==> config.mk <==
export PLATFORM = sky130hd
export DESIGN_NAME = fixed_point_accumulator
export DESIGN_NICKNAME = d
export VERILOG_FILES = /design/src/rtl/fixed_point_accumulator.sv
export SDC_FILE = /design/constraint.sdc
export NUM_CORES = 1
export LEC_CHECK = 0
export CAP_MARGIN = 40
export CORE_MARGIN = 2
export CORE_UTILIZATION = 52
export DETAILED_ROUTE_END_ITERATION = 8
export HOLD_SLACK_MARGIN = 0.08
export PLACE_DENSITY = 0.82
export SKIP_LAST_GASP = 1
export SYNTH_ARGS = -nofsm -noshare
export SYNTH_HDL_FRONTEND = slang
export SYNTH_SLANG_ARGS = --single-unit
==> constraint.sdc <==
create_clock -name clk -period 5.4 [get_ports clk]
set_input_delay 0.81 -clock clk [delete_from_list [all_inputs] [get_ports clk]]
set_output_delay 0.81 -clock clk [all_outputs]
set_load 0.02 [all_outputs]
==> src/rtl/fixed_point_accumulator.sv <==
// Sums ACC_LEN signed fixed-point samples into one WL-bit result with valid/ready on both sides.
// Define FXP_ACC_SATURATE_EN to clip the result (flagged on out_sat); otherwise the result wraps.
module fixed_point_accumulator #(
    parameter int WL      = 8,
    parameter int FL      = 2,
    parameter int ACC_LEN = 4
) (
    input  logic          clk,
    input  logic          rst_n,
    input  logic          clear,
    input  logic          in_valid,
    output logic          in_ready,
    input  logic [WL-1:0] in_data,
    output logic          out_valid,
    input  logic          out_ready,
    output logic [WL-1:0] out_data,
    output logic          out_sat
);

    localparam int AW = WL + $clog2(ACC_LEN) + 1;
    localparam int CW = (ACC_LEN > 1) ? $clog2(ACC_LEN) : 1;
    localparam logic [CW-1:0] LAST_CNT = CW'(ACC_LEN - 1);

    if (WL < 2 || ACC_LEN < 1 || FL < 0 || FL >= WL) begin : g_param_check
        $error("fixed_point_accumulator: illegal WL/FL/ACC_LEN");
    end

    typedef enum logic {
        ACCUM = 1'b0,
        HOLD  = 1'b1
    } state_t;

    state_t          state_q, state_d;
    logic [AW-1:0]   acc_q, acc_d;
    logic [CW-1:0]   cnt_q, cnt_d;
    logic [WL-1:0]   res_data_q, res_data_d;
    logic            res_sat_q, res_sat_d;

    logic [AW-1:0]   sample_ext;
    logic [AW-1:0]   sum;
    logic [WL-1:0]   lim_data;
    logic            lim_sat;

    assign sample_ext = {{(AW-WL){in_data[WL-1]}}, in_data};
    assign sum        = acc_q + sample_ext;

`ifdef FXP_ACC_SATURATE_EN
    logic [AW-WL:0] sum_top;
    logic           sum_fits;

    // The sum fits in WL bits exactly when every bit above the WL-bit sign agrees with it.
    assign sum_top  = sum[AW-1:WL-1];
    assign sum_fits = (&sum_top) | ~(|sum_top);

    // NOTE: every signal driven in always_comb gets a default first, so no latch is inferred.
    always_comb begin
        lim_data = sum[WL-1:0];
        lim_sat  = 1'b0;
        if (!sum_fits) begin
            lim_sat  = 1'b1;
            lim_data = sum[AW-1] ? {1'b1, {(WL-1){1'b0}}} : {1'b0, {(WL-1){1'b1}}};
        end
    end
`else
    assign lim_data = sum[WL-1:0];
    assign lim_sat  = 1'b0;
`endif

    always_comb begin
        state_d    = state_q;
        acc_d      = acc_q;
        cnt_d      = cnt_q;
        res_data_d = res_data_q;
        res_sat_d  = res_sat_q;
        case (state_q)
            ACCUM: begin
                // clear wins over a beat offered in the same cycle
                if (clear) begin
                    acc_d = '0;
                    cnt_d = '0;
                end else if (in_valid) begin
                    if (cnt_q == LAST_CNT) begin
                        res_data_d = lim_data;
                        res_sat_d  = lim_sat;
                        acc_d      = '0;
                        cnt_d      = '0;
                        state_d    = HOLD;
                    end else begin
                        acc_d = sum;
                        cnt_d = cnt_q + 1'b1;
                    end
                end
            end
            HOLD: begin
                if (out_ready) begin
                    state_d = ACCUM;
                end
            end
            default: state_d = ACCUM;
        endcase
    end

    // NOTE: sequential state uses non-blocking assignments so every register samples pre-edge values.
    // NOTE: all state here is plain registers, so every one of them is cleared by the async reset.
    always_ff @(posedge clk or negedge rst_n) begin
        if (!rst_n) begin
            state_q    <= ACCUM;
            acc_q      <= '0;
            cnt_q      <= '0;
            res_data_q <= '0;
            res_sat_q  <= 1'b0;
        end else begin
            state_q    <= state_d;
            acc_q      <= acc_d;
            cnt_q      <= cnt_d;
            res_data_q <= res_data_d;
            res_sat_q  <= res_sat_d;
        end
    end

    assign in_ready  = (state_q == ACCUM);
    assign out_valid = (state_q == HOLD);
    assign out_data  = res_data_q;
    assign out_sat   = res_sat_q;

endmodule

# == After elaboration in Yosys (flattened, before gate mapping) ==
# Cells that the tools add are included.
# word_totals
input_bits,13
ff_bits,22
# op_classes
bitwise,2
eq_ne,1
reduce_logical,3
muxes,11
addsub,2
# ops
op,count
11-bit two-way mux,3
11-bit adder,1
2-bit two-way mux,3
1-bit two-way mux,4
4-bit AND reduction,1
2-bit by 1-bit adder with 2-bit output (second input constant),1
2-bit equality test (second input constant),1
1-bit inverter,2
1-bit case mux with 2 select lines,1
2-bit AND reduction,1
2-bit nonzero test,1

# == Logic depth before layout (Yosys ltp) ==
# depth
ltp_word,5
mapped_depth,7
depth_no_buf,7

# == Least setup slack after synthesis ==
# No wires, ideal clock.
# synth_timing
path_type,input to register
startpoint,in in_data[0]
endpoint,reg res_data_q[4] (netlist: out_data[4])
arrival_time_ns,2.191
required_time_ns,5.272
path_buffers,0
setup_slack_ns,3.081
cell_stages,6
cell_sequence,ha_1 fa_1 a21o_1 a21oi_1 xnor2_1 mux2_1
# synth_between
elab_chain_cells,1
# synth_rtl
element,line_no,rtl
start: declaration,13,"input logic [WL-1:0] in_data,"
11-bit adder,45,assign sum = acc_q + sample_ext;
end signal: assignment,116,res_data_q <= res_data_d;
end: declaration,36,"logic [WL-1:0] res_data_q, res_data_d;"
# No other way between the ends.
# A chain may end at the register's enable or synchronous reset.

# == Worst setup path in the final report ==
# layout_timing
startpoint,in in_data[0]
endpoint,reg res_data_q[6] (netlist: out_data[6])
# Same word-level chain as after synthesis.

==> out/results.ini <==
[outcome]
outcome=finished clean

[finish]
drive_above_1_share=0.101
diodes=0
fillers=169
syn_to_final_growth_pct=27.1
finalNetCount=142
fin_util=0.689

[min_path]
hp-class=reg -> reg
min_path_cells=2

[timing]
slew_violations=0
period_share=0.489
grt_setup_unrepaired=no
fmax_ghz=0.379
slew-limit-headroom=0.493
tns_ns=0
finalHoldViolCount=0
fin_skew_ns=0.00425
worst_pin_slew_ns=0.755
whs_ns=0.489
setup_viol=0
period_minus_slack_ns=2.64

[synthesis]
ys_warn_count=0
synth_ff_type=dfrtp_1
synth.avg_cell_area_um2=11.2
async_reset_ff_frac=1.00
synth_enable_flop_cells=0
synth_area_mm2=0.00105
ys_ff_latch=19
postSynthCellCount=94
postSynthNetCount=116
post_synth_num_cell_types=36
yosysSeqAreaShare=0.452

[clock_tree]
cts_hold_repair.buffers=0
cts_tree=done
clk_latency_ns=0.30
cts-root-buf=clkbuf_4
numCtsBuffers=3
postCtsSetupRepairBufs=0
htreeDepth=1
cts_resized=0
clockBufferDepth=2
clkSinkCount=19
clk_pin_slew_ns=0.11

[placed_design]
gp_congestion=0.832
port_buffers=22
dp_hpwl_mm=1.66

[worst_setup_path]
crit_slowest_cell=fa_1
rrSetupSlack_ns=3.30
required_ns=5.57
critPathCaptureType=flip-flop
critPathMaxFanout=3
max_stage_delay_ns=0.42
r2r-start=acc_q[0]
startpoint_type=input pin
critical_path.endpoint=out_data[6]
cp-startpoint=in_data[0]
cp.arrival_ns=2.81
crit_chain=clkdlybuf4s50_1, ha_1, fa_1, a21o_1, a21oi_1, o31ai_1, a31oi_1, o21ai_1
worst-setup-path-type=in -> reg
worst_r2r_endpoint=out_data[6]
reg2reg_depth=7

[grt]
grt-ovfl-total=0
grt_pass1_wl_mm=3.96
grt_max_degree=20
track_usage=0.218
antenna_found_initial=0
grt_pass1_vias=940

[power_and_ir_drop]
power.total_mw=0.428
peakVddDrop_mv=0.248
powerDensity_mw_per_mm2=320
power.leakage_nw=0.632

[routing]
drc=0
wire_per_inst_um=15.0
drtPass1Iterations=4
num_vias=831
viasPerCell=5.69
drtIter0Drc=17
antenna_left=0
drt_wl_total_mm=2.19

[floorplanning]
num_rows=16
ios=24
coreArea_mm2=0.00194
die_y_um=49.0
initial_core_util=0.542
die_w_um=49.0
dieArea_mm2=0.00240

[flow_run]
maxCapViolCount=0

## cells in the final DEF (no fill, tap or decap), types with 2 or more instances in the layout
cell and instances:
nand2_1 7, clkbuf_4 3, o21ai_1 2, a22o_1 6, ha_1 8, o21ai_0 6
a21o_1 3, a31oi_1 2, xnor2_1 2, a21oi_1 2, o31ai_1 3, mux2_1 5
xor2_1 2, dfrtp_1 19, nor2_1 5, clkdlybuf4s50_1 22
## worst min path at each step
| stage | start | to | slack (ns) |
|---|---|---|---|
| finish | out_data[7] | out_data[7] | 0.49 |
| global route | acc_q[2] | acc_q[2] | 0.54 |
| CTS | out_data[7] | out_data[7] | 0.50 |
| detailed placement | out_data[7] | out_data[7] | 0.47 |
| global placement | out_data[7] | out_data[7] | 0.46 |
| floorplan | acc_q[6] | acc_q[6] | 0.45 |
## area by class of cell
| cell class | count | area [um^2] | share of cell area |
|---|---|---|---|
| clock buffer | 3 | 22.5 | 0.0168 |
| sequential | 19 | 475 | 0.355 |
| tap | 27 | 33.8 | 0.0253 |
| clock inverter | 1 | 5.00 | 0.00374 |
| timing repair buffer | 23 | 235 | 0.176 |
| inverter | 2 | 7.51 | 0.00561 |
| multi-input combinational | 71 | 558 | 0.417 |
## critical path, delay by kind of cell
kind / cells / cell delay [ns]
AO/OA/AOI/OAI: 5 / 0.92
adder cells (fa/ha/maj): 2 / 0.67
buffers and inverters: 1 / 0.41
## flip-flops by register name, indices dropped and copies added (netlist names)
| register | count |
|---|---|
| acc_q | 8 |
| out_data | 8 |
| cnt_q | 2 |
| out_valid | 1 |
## cells in the mapped netlist, types with 2 or more instances
library cell   n  share of area
ha_1           8          0.095
a21oi_1        2         0.0095
a31oi_1        2          0.012
a21o_1         3          0.021
nor2_1         5          0.018
xor2_1         2          0.017
a22o_1         6          0.050
o21ai_1        2         0.0095
o21ai_0        6          0.029
o31ai_1        3          0.021
mux2_1         5          0.054
xnor2_1        2          0.017
nand2_1        7          0.025
dfrtp_1       19           0.45
## where the power goes
group,switching (mW),internal [mW],total (mW)
clock network,0.0442,0.0276,0.0718
registers,0.0163,0.170,0.186
logic,0.0866,0.0829,0.169
## layer usage
layer	routed length, um	up-vias	GRT usage
met1	924	408	0.251
met4	39	0	0.114
met5	0	-	0
met2	1140	19	0.377
met3	85	4	0.0491
li1	-	400	-
## kinds of logic (layout without fill, tap and decap cells)
family | Yosys count | after routing | synth area share
DFF | 19 | 19 | 0.452
xor gates and xnor gates | 4 | 4 | 0.0333
muxes | 6 | 6 | 0.0642
other | 1 | 1 | 0.00356
and+or+nand+nor | 20 | 20 | 0.0987
AOI/OAI and AO/OA | 31 | 31 | 0.216
adders and majority gates | 9 | 9 | 0.114
buffers and inverters | 4 | 29 | 0.0178
## metrics by stage
step	area (um^2)	cells	worst slack (ns)
2_1_floorplan	1050	94	3.08
3_3_place_gp	1290	141	2.56
3_5_place_dp	1290	141	2.46
4_1_cts	1320	145	2.79
5_1_grt	1340	146	2.63
6_report	1340	146	2.76
No activity file was read; power rests on OpenSTA's default activity.
